File: config.mk
export PLATFORM = sky130hd
export DESIGN_NAME = morse_symbol_producer
export DESIGN_NICKNAME = d
export VERILOG_FILES = /design/src/rtl/morse_symbol_producer.sv
export SDC_FILE = /design/constraint.sdc
export NUM_CORES = 1
export LEC_CHECK = 0
export CELL_PAD_IN_SITES_DETAIL_PLACEMENT = 0
export CELL_PAD_IN_SITES_GLOBAL_PLACEMENT = 1
export CORE_MARGIN = 8
export CORE_UTILIZATION = 39
export DETAILED_ROUTE_END_ITERATION = 10
export GPL_ROUTABILITY_DRIVEN = 0
export PLACE_DENSITY_LB_ADDON = 0.1
export SETUP_SLACK_MARGIN = 0.5
export SYNTH_ARGS = -nofsm -noshare
export SYNTH_HDL_FRONTEND = slang
export SYNTH_SLANG_ARGS = --single-unit
File: constraint.sdc
create_clock -name clk -period 3.15 [get_ports clk]
set_clock_uncertainty 0.15 [all_clocks]
set_input_delay 0.4725 -clock clk [delete_from_list [all_inputs] [get_ports clk]]
set_output_delay 0.4725 -clock clk [all_outputs]
set_load 0.1 [all_outputs]
File: src/rtl/morse_symbol_producer.sv
// morse_symbol_producer
//   Turns Dot/Dash/Space/EndSeq/Clear button levels into packed Morse codes.
//   Rising edges append 2-bit symbols to an accumulator. EndSeq and Space commit
//   the accumulator to a DEPTH-entry FIFO, which is read out via valid/ready.
//
// Parameters
//   MAX_SYMS         symbols per character (code width CW = 2*MAX_SYMS)
//   DEPTH            FIFO entries (power of 2, >= 2)
//   DEBOUNCE_CYCLES  stable samples required per input (debounce build only)
//
// Build option
//   MORSE_DEBOUNCE_EN  when defined, each input passes a 2-flop synchroniser and a
//                      debounce filter before edge detection. When undefined,
//                      inputs are assumed synchronous and edge-detected directly.
//
// Ports
//   clk           system clock, rising edge
//   Reset         asynchronous active-high reset
//   Dot, Dash     button levels; rising edge appends 2'b01 / 2'b10
//   Space         rising edge commits the character with the word-space flag
//   EndSeq        rising edge commits the character (no-op if empty)
//   Clear         rising edge discards the accumulator
//   out_ready     consumer accepts the head entry
//   outputbits    head code, sym0 in [1:0], sym1 in [3:2], unused = 2'b00
//   spa_end       head entry carries the word-space flag
//   out_valid     FIFO non-empty
//   sent          pop strobe (out_valid & out_ready)
//   sym_count     symbols currently in the accumulator
//   fifo_level    entries currently stored
//   sym_overflow  sticky: symbol arrived with a full accumulator
//   drop_err      one-cycle pulse: commit lost because the FIFO was full
module morse_symbol_producer #(
    parameter int MAX_SYMS        = 5,
    parameter int DEPTH           = 4,
    parameter int DEBOUNCE_CYCLES = 1000,
    localparam int CW = 2 * MAX_SYMS,
    localparam int SW = $clog2(MAX_SYMS + 1),
    localparam int LW = $clog2(DEPTH + 1),
    localparam int AW = $clog2(DEPTH)
) (
    input  logic          clk,
    input  logic          Reset,
    input  logic          Dot,
    input  logic          Dash,
    input  logic          Space,
    input  logic          EndSeq,
    input  logic          Clear,
    input  logic          out_ready,
    output logic [CW-1:0] outputbits,
    output logic          spa_end,
    output logic          out_valid,
    output logic          sent,
    output logic [SW-1:0] sym_count,
    output logic [LW-1:0] fifo_level,
    output logic          sym_overflow,
    output logic          drop_err
);

    // Bit order: 0 Dot, 1 Dash, 2 Space, 3 EndSeq, 4 Clear
    logic [4:0] raw;
    logic [4:0] lvl;
    assign raw = {Clear, EndSeq, Space, Dash, Dot};

`ifdef MORSE_DEBOUNCE_EN
    localparam int DBW = $clog2(DEBOUNCE_CYCLES + 1);

    logic [4:0]     sync1;
    logic [4:0]     sync2;
    logic [4:0]     filt;
    logic [DBW-1:0] db_cnt [5];

    // Filtered level follows the synchronised input only after
    // DEBOUNCE_CYCLES consecutive samples that differ from it.
    always_ff @(posedge clk or posedge Reset) begin
        if (Reset) begin
            sync1 <= '0;
            sync2 <= '0;
            filt  <= '0;
            for (int unsigned i = 0; i < 5; i++) begin
                db_cnt[i] <= '0;
            end
        end else begin
            sync1 <= raw;
            sync2 <= sync1;
            for (int unsigned i = 0; i < 5; i++) begin
                if (sync2[i] == filt[i]) begin
                    db_cnt[i] <= '0;
                end else if (db_cnt[i] == DBW'(DEBOUNCE_CYCLES - 1)) begin
                    filt[i]   <= sync2[i];
                    db_cnt[i] <= '0;
                end else begin
                    db_cnt[i] <= db_cnt[i] + 1'b1;
                end
            end
        end
    end

    assign lvl = filt;
`else
    assign lvl = raw;
`endif

    logic [4:0] prev;
    logic [4:0] ev;
    assign ev = lvl & ~prev;

    // Same-cycle priority: Clear > EndSeq > Space > Dash > Dot
    logic       do_clear;
    logic       do_end;
    logic       do_space;
    logic       do_sym;
    logic [1:0] sym_val;
    logic       push_req;
    logic       commit;

    always_comb begin
        do_clear = ev[4];
        do_end   = !ev[4] && ev[3];
        do_space = !ev[4] && !ev[3] && ev[2];
        do_sym   = !ev[4] && !ev[3] && !ev[2] && (ev[1] || ev[0]);
        sym_val  = ev[1] ? 2'b10 : 2'b01;
        push_req = do_space || (do_end && (sym_count != '0));
        commit   = do_clear || do_end || do_space;
    end

    logic [CW-1:0] acc;

    always_ff @(posedge clk or posedge Reset) begin
        if (Reset) begin
            prev         <= '0;
            acc          <= '0;
            sym_count    <= '0;
            sym_overflow <= 1'b0;
        end else begin
            prev <= lvl;
            if (commit) begin
                acc          <= '0;
                sym_count    <= '0;
                sym_overflow <= 1'b0;
            end else if (do_sym) begin
                if (sym_count < SW'(MAX_SYMS)) begin
                    for (int unsigned i = 0; i < MAX_SYMS; i++) begin
                        if (sym_count == SW'(i)) begin
                            acc[2*i +: 2] <= sym_val;
                        end
                    end
                    sym_count <= sym_count + 1'b1;
                end else begin
                    sym_overflow <= 1'b1;
                end
            end
        end
    end

    // FIFO: entry = {space flag, code}
    logic [CW:0]   mem [DEPTH];
    logic [AW-1:0] wr_ptr;
    logic [AW-1:0] rd_ptr;
    logic          full;
    logic          pop;
    logic          push_ok;

    assign out_valid  = (fifo_level != '0);
    assign full       = (fifo_level == LW'(DEPTH));
    assign pop        = out_valid && out_ready;
    // A pop in the same cycle frees the slot the push lands in.
    assign push_ok    = push_req && (!full || pop);
    assign sent       = pop;
    assign outputbits = mem[rd_ptr][CW-1:0];
    assign spa_end    = mem[rd_ptr][CW];

    always_ff @(posedge clk or posedge Reset) begin
        if (Reset) begin
            for (int unsigned i = 0; i < DEPTH; i++) begin
                mem[i] <= '0;
            end
            wr_ptr     <= '0;
            rd_ptr     <= '0;
            fifo_level <= '0;
            drop_err   <= 1'b0;
        end else begin
            if (push_ok) begin
                mem[wr_ptr] <= {do_space, acc};
                wr_ptr      <= wr_ptr + 1'b1;
            end
            if (pop) begin
                rd_ptr <= rd_ptr + 1'b1;
            end
            case ({push_ok, pop})
                2'b10:   fifo_level <= fifo_level + 1'b1;
                2'b01:   fifo_level <= fifo_level - 1'b1;
                default: fifo_level <= fifo_level;
            endcase
            drop_err <= push_req && full && !pop;
        end
    end

endmodule

---- Word level (Yosys, flattened, before mapping) ----
Index checks and enable logic that the tools add are counted.
operators by class
  add/sub/neg operators ................... 5
  muxes and demuxes ....................... 22
  $lt $le $gt $ge ......................... 4
  equal/unequal tests ..................... 8
  bitwise gates (word level) .............. 4
  reductions and logical operators ........ 39
operator list
  kind                                                             count
  44-bit bitwise mux                                               1
  11-bit 2-to-1 mux                                                3
  10-bit 2-to-1 mux                                                3
  11-bit binary-select mux with 2-bit select                       1
  11-bit demux with 2-bit select                                   1
  2-bit nonzero test                                               8
  3-bit AND reduction                                              5
  2-bit 2-to-1 mux                                                 6
  1-bit logical AND                                                11
  3-bit 2-to-1 mux                                                 3
  3-bit by 1-bit adder with 3-bit output, second input constant    2
  3-bit by 2-bit == test with 1-bit output, second input constant  2
  3-bit == test, second input constant                             2
  3-bit >= comparator, second input constant                       2
  2-bit inverter with 3-bit output                                 2
  3-bit one-hot mux with 2 select lines                            1
  3-bit nonzero test                                               2
  5-bit bitwise AND                                                1
  1-bit logical NOT                                                5
  1-bit logical OR                                                 5
  5-bit inverter                                                   1
  2-bit by 1-bit adder with 2-bit output, second input constant    2
  2-bit AND reduction                                              2
  3-bit by 1-bit == test with 1-bit output, second input constant  1
  other kinds (8)                                                  10
storage, ports and cells
  word-level logic and storage cells ...... 98
  input bits .............................. 8
  output and inout port bits .............. 21
  flip-flop bits (word level) ............. 71

---- Logic depth before layout (Yosys ltp) ----
Gate-level depths: netlist of run 1.
  depth after elaboration ................. 9
  gate-level depth with buffers ........... 10
  mapped depth without buffers ............ 10

---- Worst setup path after synthesis of run 1 ----
No wires, ideal clock.
  path kind ............................... register to register
  start point ............................. register fifo_level[0]
  end point ............................... register fifo_level[2]
  cell stages (with the launch flop) ...... 10
  setup slack ............................. -698 ps
  period minus slack after synthesis ...... 3848 ps
  arrival time ............................ 3539 ps
  buffers on the path ..................... 1
  setup time .............................. 159 ps
  cell sequence ........................... dfrtp_1 > or3_1 > and2_1 > buf_2 > and3_1 > inv_1 > fa_1 > nor2_1 > a22oi_2 > xnor2_1
between the ends
  longest elaborated chain between the ends .. 6
  elaborated cells between the ends (all ways) .. 12
RTL lines
  item                                                                         RTL line  text
  start, declared                                                              54        output logic [LW-1:0] fifo_level,
  start signal, assigned                                                       190       2'b10: fifo_level <= fifo_level + 1'b1;
  start signal, assigned                                                       191       2'b01: fifo_level <= fifo_level - 1'b1;
  start signal, assigned                                                       192       default: fifo_level <= fifo_level;
  3-bit nonzero test (*)                                                       163       assign out_valid = (fifo_level != '0);
  named net out_valid                                                          51        output logic out_valid,
  1-bit logical AND (*)                                                        165       assign pop = out_valid && out_ready;
  named net sent                                                               52        output logic sent,
  1-bit logical OR                                                             167       assign push_ok = push_req && (!full || pop);
  1-bit logical AND                                                            167
  2-bit by 1-bit == test with 1-bit output or 2-bit == test (tied branches)    189       case ({push_ok, pop})
  3-bit one-hot mux with 2 select lines or 2-bit nonzero test (tied branches)  -
The timed path passes the listed nets; every way through them passes the cells marked *.
A chain may end at the register's enable or synchronous reset.

---- Final worst setup path of run 1 ----
  start point ............................. register rd_ptr[0]
  end point ............................... output outputbits[2]
between the ends
  longest elaborated chain between the ends .. 4
RTL lines
  item                                                    RTL line  text
  start, declared                                         158       logic [AW-1:0] rd_ptr;
  start signal, assigned                                  187       rd_ptr <= rd_ptr + 1'b1;
  2-bit inverter with 3-bit output (implied by the code)  169       assign outputbits = mem[rd_ptr][CW-1:0];
  11-bit binary-select mux with 2-bit select              169
  11-bit 2-to-1 mux (2 in a row)                          -
  end, declared                                           49        output logic [CW-1:0] outputbits,
No other way between the ends. The select of a mux whose other input is x is not followed.

==> impl_metrics.yaml, run 1 <==
yosys:
  synth.distinct_cells: 42
  synth_edf_count: 0
  yosysWarnings: 0
  netlist_area_um2: 3342
  synthMuxAreaShare_pct: 22.99
  synth.avg_cell_area_um2: 13.92
  async_flop_share_pct: 100.0
  yosysMostFrequentCell: "dfrtp_1"
  synth_top_family_by_area: "multiplexers"
  synthCells: 240
  ys_top_cells_by_count: "dfrtp_1, mux2_2, nor2_1, mux4_2"
  synth_xor_area_share_pct: 1.572
  syn-num-nets: 258
  yosysSeqAreaShare_pct: 53.16
  synthSimpleGateAreaFrac_pct: 10.97
  yosys-top-cells-area: "dfrtp_1, mux2_2, mux4_2"
  yosys.area.top_type: "dfrtp_1"
  synth_top_cell_area_share_pct: 53.16
  synth_fa_ha_area_share_pct: 3.969
  synth_compound_area_share_pct: 4.830
  ys_seq_elements: 71
  ys.flop_type: "dfrtp_1"
worst_setup_path:
  critPathMaxStageDelay_ns: 0.53
  critical_path_class: "flip-flop to output pin"
  crit_fanout: 9
  critPathArrivalTime_ns: 1.87
  cpLargestDelayFamily: "multiplexers"
  critPathLaunchType: "flip-flop"
  critPathLaunch: "rd_ptr[0]"
  critical_path_required_ns: 2.53
  cp_slowest_cell: "mux4_2"
  endpoint_kind: "output pin"
  rr_worst_depth: 10
  reg2reg_from: "sym_count[0]"
  crit_buf_inv: 2
  path_cells: "buf_6 -> mux4_2 -> buf_4"
  worst-path-stages: 3
sta:
  slew_headroom_pct: 56.53
  fin_crit_sh_pct: 78.97
  max_freq_mhz: 402.0
  finalMaxSlewViolations: 0
  rsz0062_at_grt: "no"
  hold_viol: 0
  tns_ns: 0
  worst_pin_slew_ns: 0.6520
  setup-violations-final: 0
  finalCriticalPeriod_ns: 2.488
placed_design:
  placed_area_um2: 3696
  place.detailed.hpwl_mm: 4.326
  port_buffers: 28
  dpl.cell_count: 368
floorplanning:
  die_y_um: 108.6
  rows: 33
  die_area_um2: 11790
  initial_core_util_pct: 40.47
  io_pins: 29
  core_um2: 8258
  die_width_um: 108.6
global_route:
  grt_max_degree: 72
  grt_pass1_wl_mm: 11.30
  grt.overflow.total: 0
  grt_usage_pct: 12.62
  antenna_found_initial: 0
  first_global_vias: 2074
clocking:
  cts_tree: "built"
  htreeDepth: 3
  cts_buffer_depth: 2
  postCtsHoldBufs: 0
  cts_buffers: 9
  clock-root-buffer: "clkbuf_8"
  clk_pin_slew_ns: 0.08
  worst_skew_pair.late_latency_ns: 0.34
  cts_sinks: 71
cells_and_area:
  drive_gt1_share_pct: 39.29
  nFillCells: 772
  postLayoutCellArea_um2: 3976
  post-route-util_pct: 48.15
  diodes: 0
  nets: 293
  seqCellArea_um2: 1783
  final-instance-count-excl-fill: 385
  area_growth_pct: 18.98
  multi_input_area_um2: 1489
power_and_ir_drop:
  powerDensity_nw_per_um2: 874.2
  p_leak_nw: 1.889
  power_mw: 3.476
  ir_drop_mv: 0.3687
hold_path:
  hp-class: "flip-flop to flip-flop"
  hold_start: "mem[7]"
  min_path_cells: 1
drt:
  vias_per_cell: 4.995
  routedWlPerCell_um: 16.83
  drc: 0
  firstDrtPassIters: 4
  drtIter0Drc: 79
  routed_wl_mm: 6.481
  ant_nets: 0
  vias: 1923
flow_run:
  drv_cap: 0
run_status:
  status: "finished clean"
worst paths after layout:
check | to | slack, ns
worst min-delay path | mem[7] | 0.34
min in group asynchronous | prev[2] | 0.37
worst max register to register | fifo_level[2] | 0.81
max in group asynchronous | sym_count[1] | 2.16
worst min register to register | mem[7] | 0.34
worst max-delay path | outputbits[2] | 0.66
sequential cells by signal, summed over array words and instances, names as in the netlist:
signal / flops
sym_overflow: 1
mem: 44
fifo_level: 3
prev: 5
wr_ptr: 2
sym_count: 3
rd_ptr: 2
acc: 10
drop_err: 1
cell usage in the layout (no fill, tap or decap), types with 7 or more instances in the layout:
cell / netlist / routed
nand2_1: 7 / 7
nor2_1: 15 / 15
a21oi_1: 7 / 7
ha_1: 9 / 9
dfrtp_1: 71 / 66
buf_4: 0 / 22
mux4_2: 11 / 11
clkdlybuf4s50_1: 0 / 7
inv_1: 10 / 9
mux2_4: 10 / 10
clkbuf_8: 0 / 9
mux2_2: 27 / 27
o21ai_0: 9 / 9
kinds of logic after synthesis:
group | count (synthesis)
buf+inv | 17
compound gates | 26
flops | 71
fa+ha+maj | 10
xor+xnor | 6
simple gates | 57
mux | 53
stage by stage:
step,setup WS [ns],hold slack [ns]
after floorplan,0.3701,0.3026
after global placement,0.4196,0.3202
after detailed placement,0.3589,0.3279
after CTS,0.5721,0.3457
after global routing,0.5546,0.3616
final,0.6624,0.3400
layer usage:
metal	wire, um	vias to the layer above	global-route usage [%]
met5	0	-	0
met4	143	0	6.452
met3	231	11	3.034
met2	2742	26	17.22
met1	3364	958	18.11
li1	-	928	-
cell type report:
type | count | share of cell area (%)
Multi-Input combinational cell | 152 | 37.45
Clock inverter | 7 | 3.650
Clock buffer | 9 | 3.115
Inverter | 10 | 0.9440
Tap cell | 105 | 3.304
Sequential cell | 71 | 44.84
Timing Repair Buffer | 31 | 6.702
where the power goes:
part           switching [mW]  total [mW]  internal [mW]  leakage (nW)
clock network           0.364       0.972          0.609         0.130
logic                   0.859        1.28          0.424         0.818
registers               0.152        1.22           1.07         0.942
total                    1.37        3.48           2.10          1.89
repair_timing:
| item | 4_1_cts | 5_1_grt |
|---|---|---|
| setup endpoints to repair | 0 | 5 |
| resized for setup | 0 | 1 |
| setup buffers | 0 | 1 |
| hold endpoints to repair | 0 | 0 |
Power figures use the tool's default switching activity.
==> inputs of run 2 (changes only) <==
- clock period: 3.15 -> 2 ns (I/O delays scaled with it)
==> run 2 against run 1 <==
  * The flow now finishes with violations (setup timing)
  * Non-clock buffer count increased by 44
  * Setup slack got worse by 0.81 ns
  * Sequential share of layout area decreased by 9.8 points
  * Design area increased by 29%
  * Die area unchanged
  * Critical endpoint is now sent
  * Highest routed layer unchanged
  * Core utilization increased by 14 points
  * Worst hold slack got worse by 0.28 ns
  * Routed wire length increased by 15%
  * Final cell count increased by 12%
  * Register-to-register slack got worse by 0.93 ns
==> impl_metrics.yaml, run 2 (same netlist as run 1, synthesis figures left out) <==
placed_design:
  port_buffers: 28
  placed_area_um2: 4357
  place_ws_ns: -0.4701
  place.detailed.hpwl_mm: 4.618
run_status:
  status: "finished, violations left"
  violations: "setup timing"
worst_setup_path:
  critPathArrivalTime_ns: 1.70
  cpLargestDelayFamily: "flip-flops"
  path_cells: "buf_6 -> or3_4 -> and2_4 -> buf_6 -> buf_12"
  crit_buf_inv: 3
  cp_slowest_cell: "dfrtp_4"
  critical_path.most_common_cell: "buf_6"
  crit_fanout: 2
  critical_path_required_ns: 1.55
  endpoint_kind: "output pin"
  critical_path_class: "flip-flop to output pin"
  critPathMaxStageDelay_ns: 0.49
  critPathLaunchType: "flip-flop"
sta:
  finalCriticalPeriod_ns: 2.152
  finalMaxSlewViolations: 0
  setup_ws_ns: -0.1523
  rsz0062_at_grt: "yes"
  fin_crit_sh_pct: 107.6
  max_freq_mhz: 464.6
  setup-violations-final: 57
  tns_ns: -3.879
  hold_viol: 0
  slew_headroom_pct: 73.86
  worst_pin_slew_ns: 0.3922
power_and_ir_drop:
  clkPwrFrac_pct: 18.8
  p_seq_share_pct: 29.6
  internal_power_mw: 3.821
  powerDensity_nw_per_um2: 1234
  power_mw: 6.335
  sw_frac_of_total_pct: 39.69
  power_switching_mw: 2.514
  p_leak_nw: 2.299
  ir_drop_mv: 0.6647
  combPwrFrac_pct: 51.5
hold_path:
  hp-class: "primary input to flip-flop"
global_route:
  antenna_found_initial: 0
  grt_max_degree: 72
  grt_pass1_wl_mm: 12.14
  first_global_vias: 2300
  grt_usage_pct: 13.43
  grt.overflow.total: 0
clocking:
  clk_pin_slew_ns: 0.08
  cts_buffer_depth: 2
  cts_sinks: 71
  clock-root-buffer: "clkbuf_8"
  cts_buffers: 9
  cts_tree: "built"
  htreeDepth: 3
  postCtsHoldBufs: 0
  worst_skew_pair.late_latency_ns: 0.35
drt:
  firstDrtPassIters: 4
  vias_per_cell: 4.937
  ant_nets: 0
  routedWlPerCell_um: 17.22
  drc: 0
  drtIter0Drc: 77
  routed_wl_mm: 7.421
  vias: 2128
cells_and_area:
  nets: 339
  top_register: "mem"
  postLayoutCellArea_um2: 5135
  top_regs: "mem x44, acc x10, prev x5"
  largest_reg_flops: 44
  diodes: 0
  drive_gt1_share_pct: 61.96
  nFillCells: 623
  area_growth_pct: 53.65
  final_common_cell: "dfrtp_1"
  post-route-util_pct: 62.18
  final_cell_mix: "dfrtp_1, mux2_4, buf_12"
floorplanning:
  core_um2: 8258
  rows: 33
  die_y_um: 108.6
  initial_core_util_pct: 40.47
  io_pins: 29
  die_width_um: 108.6
  die_area_um2: 11790
flow_run:
  drv_cap: 0
==> run 2: cell types whose count changed in the layout (fill, tap and decap cells not counted), sizes merged <==
cell / delta
buf: +44
bufinv: -3
clkbuf: +1
clkdlybuf4s50: -2
clkinv: +1
clkinvlp: +1
dlygate4sd2: +2
nor2: +2
==> run 2: worst reg2reg max path: stages, from the launching register on <==
cell and delay, ns:
dfrtp_4 0.50, inv_4 0.07, ha_4 0.15, nand2b_4 0.06, nand3b_1 0.16, and3_4 0.22, inv_2 0.04, fa_2 0.35
nor2_2 0.10, a22oi_2 0.09, xnor2_1 0.13
==> run 2: final timing paths <==
check                                 to           from  cells past startpoint  slack [ns]
max                                 sent  fifo_level[0]                      5       -0.15
max in group asynchronous   sym_count[2]          Reset                      3        1.10
min reg2reg                       mem[4]         mem[4]                      1        0.36
min                              prev[3]         EndSeq                      1        0.06
min in group asynchronous        mem[22]          Reset                      3        0.24
max reg2reg                fifo_level[2]   sym_count[0]                     10       -0.12
==> run 2: layer usage <==
metal	global-route usage (%)	vias to the layer above	part of all wire, %
li1	-	1020	-
met1	17.54	1072	48
met2	21.14	27	48
met3	3.629	9	2.8
met4	4.399	0	1.4
met5	0	-	0
==> run 2: power by group through the flow <==
stage	registers [mW]	clock network [mW]	logic, mW
6_report	1.88	1.19	3.26
4_1_cts	1.87	1.23	3.11
2_1_floorplan	2.16	0	1.60
5_1_grt	1.91	1.28	3.42
3_3_place_gp	1.94	0	2.63
3_5_place_dp	1.95	0	2.65
==> run 2: cell type report <==
type                            count  area [um2]  area share, %
Tap cell                          105       131.4          2.558
Clock inverter                      6       68.82          1.340
Multi-Input combinational cell    154        1909          37.18
Timing Repair Buffer               75        1041          20.27
Sequential cell                    71        1800          35.06
Inverter                           10       46.29         0.9016
Clock buffer                       10       137.6          2.680
==> run 2: repair_timing <==
item	in CTS	in global routing
setup endpoints to repair	75	77
cloned	3	0
pin swaps	9	22
buffers inserted	13	8
resized for setup	34	50
==> run 2: stage by stage <==
step | hold slack (ns) | instances
floorplan | 0.1814 | 240
global placement | 0.3359 | 391
detailed placement | 0.3420 | 391
CTS | 0.04259 | 423
global route | 0.05554 | 431
finish | 0.06058 | 431
==> inputs of run 3 (changes only) <==
- CORE_ASPECT_RATIO: not set -> 2
- CTS_CLUSTER_SIZE: not set -> 24
==> run 3 against run 2 <==
  * The flow still finishes with violations (setup timing)
  * Sequential share of layout area fell by 0.20 points
  * Final cell count is 1.4% lower
  * Clock power grew 25%
  * Routed wire length up 8.7%
  * Core utilization is 1.2 points lower
  * Power up 4.4%
  * Combinational power is essentially flat
==> impl_metrics.yaml, run 3 (same netlist as run 1, synthesis figures left out) <==
cells_and_area:
  final_cell_mix: "dfrtp_1, mux2_4, buf_12"
  largest_reg_flops: 44
  diodes: 0
  top_regs: "mem x44, acc x10, prev x5"
  final-instance-count-excl-fill: 425
  nets: 340
  drive_gt1_share_pct: 62.15
  nFillCells: 627
  final_common_cell: "dfrtp_1"
  top_register: "mem"
  area_growth_pct: 54.55
worst_setup_path:
  crit_end: "outputbits[8]"
  critical_path_class: "flip-flop to output pin"
  critPathArrivalTime_ns: 1.66
  critPathLaunchType: "flip-flop"
  critPathMaxStageDelay_ns: 0.54
  r2r_end: "mem[16]"
  crit_fanout: 6
  endpoint_kind: "output pin"
  cp_slowest_cell: "mux4_2"
  rrSetupSlack_ns: -0.10
  critPathLaunch: "rd_ptr[0]"
  critical_path_required_ns: 1.55
  rr_worst_depth: 9
  reg2reg_from: "sym_count[0]"
  path_cells: "clkbuf_16 -> mux4_2 -> buf_12"
power_and_ir_drop:
  internal_power_mw: 4.096
  p_seq_share_pct: 28.6
  p_leak_nw: 2.343
  powerDensity_nw_per_um2: 1281
  clkPwrFrac_pct: 22.5
  power_switching_mw: 2.520
  power_mw: 6.615
  ir_drop_mv: 0.8440
  combPwrFrac_pct: 48.9
  sw_frac_of_total_pct: 38.09
drt:
  drtIter0Drc: 61
  firstDrtPassIters: 4
  routedWlPerCell_um: 18.97
  ant_nets: 0
  drc: 0
  vias: 2206
  routed_wl_mm: 8.063
  vias_per_cell: 5.191
clocking:
  clock-root-buffer: "clkbuf_16"
  cts_tree: "built"
  cts_sinks: 71
  clk_pin_slew_ns: 0.05
  cts_buffer_depth: 2
  htreeDepth: 3
  cts_buffers: 9
  postCtsHoldBufs: 0
  worst_skew_pair.late_latency_ns: 0.33
sta:
  max_freq_mhz: 473.0
  finalMaxSlewViolations: 0
  finalCriticalPeriod_ns: 2.114
  slew_headroom_pct: 73.98
  rsz0062_at_grt: "yes"
  setup_ws_ns: -0.1142
  hold_viol: 0
  setup-violations-final: 54
  worst_pin_slew_ns: 0.3903
  fin_crit_sh_pct: 105.7
hold_path:
  hp-class: "primary input to flip-flop"
  hold_start: "Space"
global_route:
  grt_pass1_wl_mm: 13.01
  met1_usage_pct: 17.53
  antenna_found_initial: 0
  grtUsageMet3_pct: 2.999
  grt_usage_pct: 14.51
  first_global_vias: 2424
  busiest_layer: "met2"
  met2_usage_pct: 23.23
  grt.overflow.total: 0
  grt_max_degree: 72
floorplanning:
  die_width_um: 81.46
  die_y_um: 146.9
  initial_core_util_pct: 39.47
  die_area_um2: 11970
  rows: 48
  io_pins: 29
  core_um2: 8468
run_status:
  violations: "setup timing"
  status: "finished, violations left"
placed_design:
  dpl.cell_count: 382
  place.detailed.hpwl_mm: 5.056
  port_buffers: 28
flow_run:
  drv_cap: 0
run 3: power groups by stage:
stage	clock, mW	sequential, mW	combinational (mW)
2_1_floorplan	0	2.16	1.60
3_3_place_gp	0	1.94	2.61
3_5_place_dp	0	1.95	2.64
4_1_cts	1.53	1.87	3.03
5_1_grt	1.58	1.92	3.40
6_report	1.49	1.89	3.24
run 3: worst max-delay path: cells and delay by family, from the launching register on:
kind	cells	cell delay, ns
flip-flops	1	0.44
buffers and inverters	2	0.35
multiplexers	1	0.54
run 3: what timing repair did:
action / CTS / global route
cloned: 2 / 1
endpoints found under the hold margin: 0 / 0
pin swaps: 19 / 26
setup buffers: 16 / 10
gates resized for setup: 37 / 36
setup endpoints to repair: 74 / 79
run 3: layout make-up:
| cell class | count | area, um2 | share of cell area [%] |
|---|---|---|---|
| repair buffers | 76 | 1028 | 19.91 |
| well taps | 100 | 125.1 | 2.422 |
| clock inverters | 1 | 5.005 | 0.09690 |
| multi-input cells | 154 | 1889 | 36.58 |
| clock buffers | 13 | 270.3 | 5.233 |
| flip-flops and latches | 71 | 1800 | 34.86 |
| inverters | 10 | 46.29 | 0.8963 |
run 3: worst min-delay path by stage:
stage | end | slack [ns] | cells after the start
after global placement | mem[43] | 0.34 | 2
after floorplan | prev[0] | 0.18 | 0
after global routing | prev[2] | 0.15 | 1
after detailed placement | mem[18] | 0.34 | 1
after CTS | prev[2] | 0.13 | 1
final | prev[2] | 0.14 | 1
run 3: per-layer routing:
layer,wire length (um),vias to the layer above
met5,0,-
met4,188,0
met3,192,15
met2,4405,28
met1,3276,1143
li1,-,1020
run 3: per-stage QoR:
step	setup TNS, ns	instance area [um2]	utilization, %	hold slack, ns	setup WS, ns
3_3_place_gp	-16.84	4308	50.87	0.3364	-0.4138
5_1_grt	-7.267	5165	60.99	0.1538	-0.1762
6_report	-3.817	5165	60.99	0.1411	-0.1142
4_1_cts	-4.729	4895	57.80	0.1330	-0.1467
3_5_place_dp	-17.72	4308	50.87	0.3383	-0.4316
2_1_floorplan	-14.37	3607	-	0.1814	-0.6537
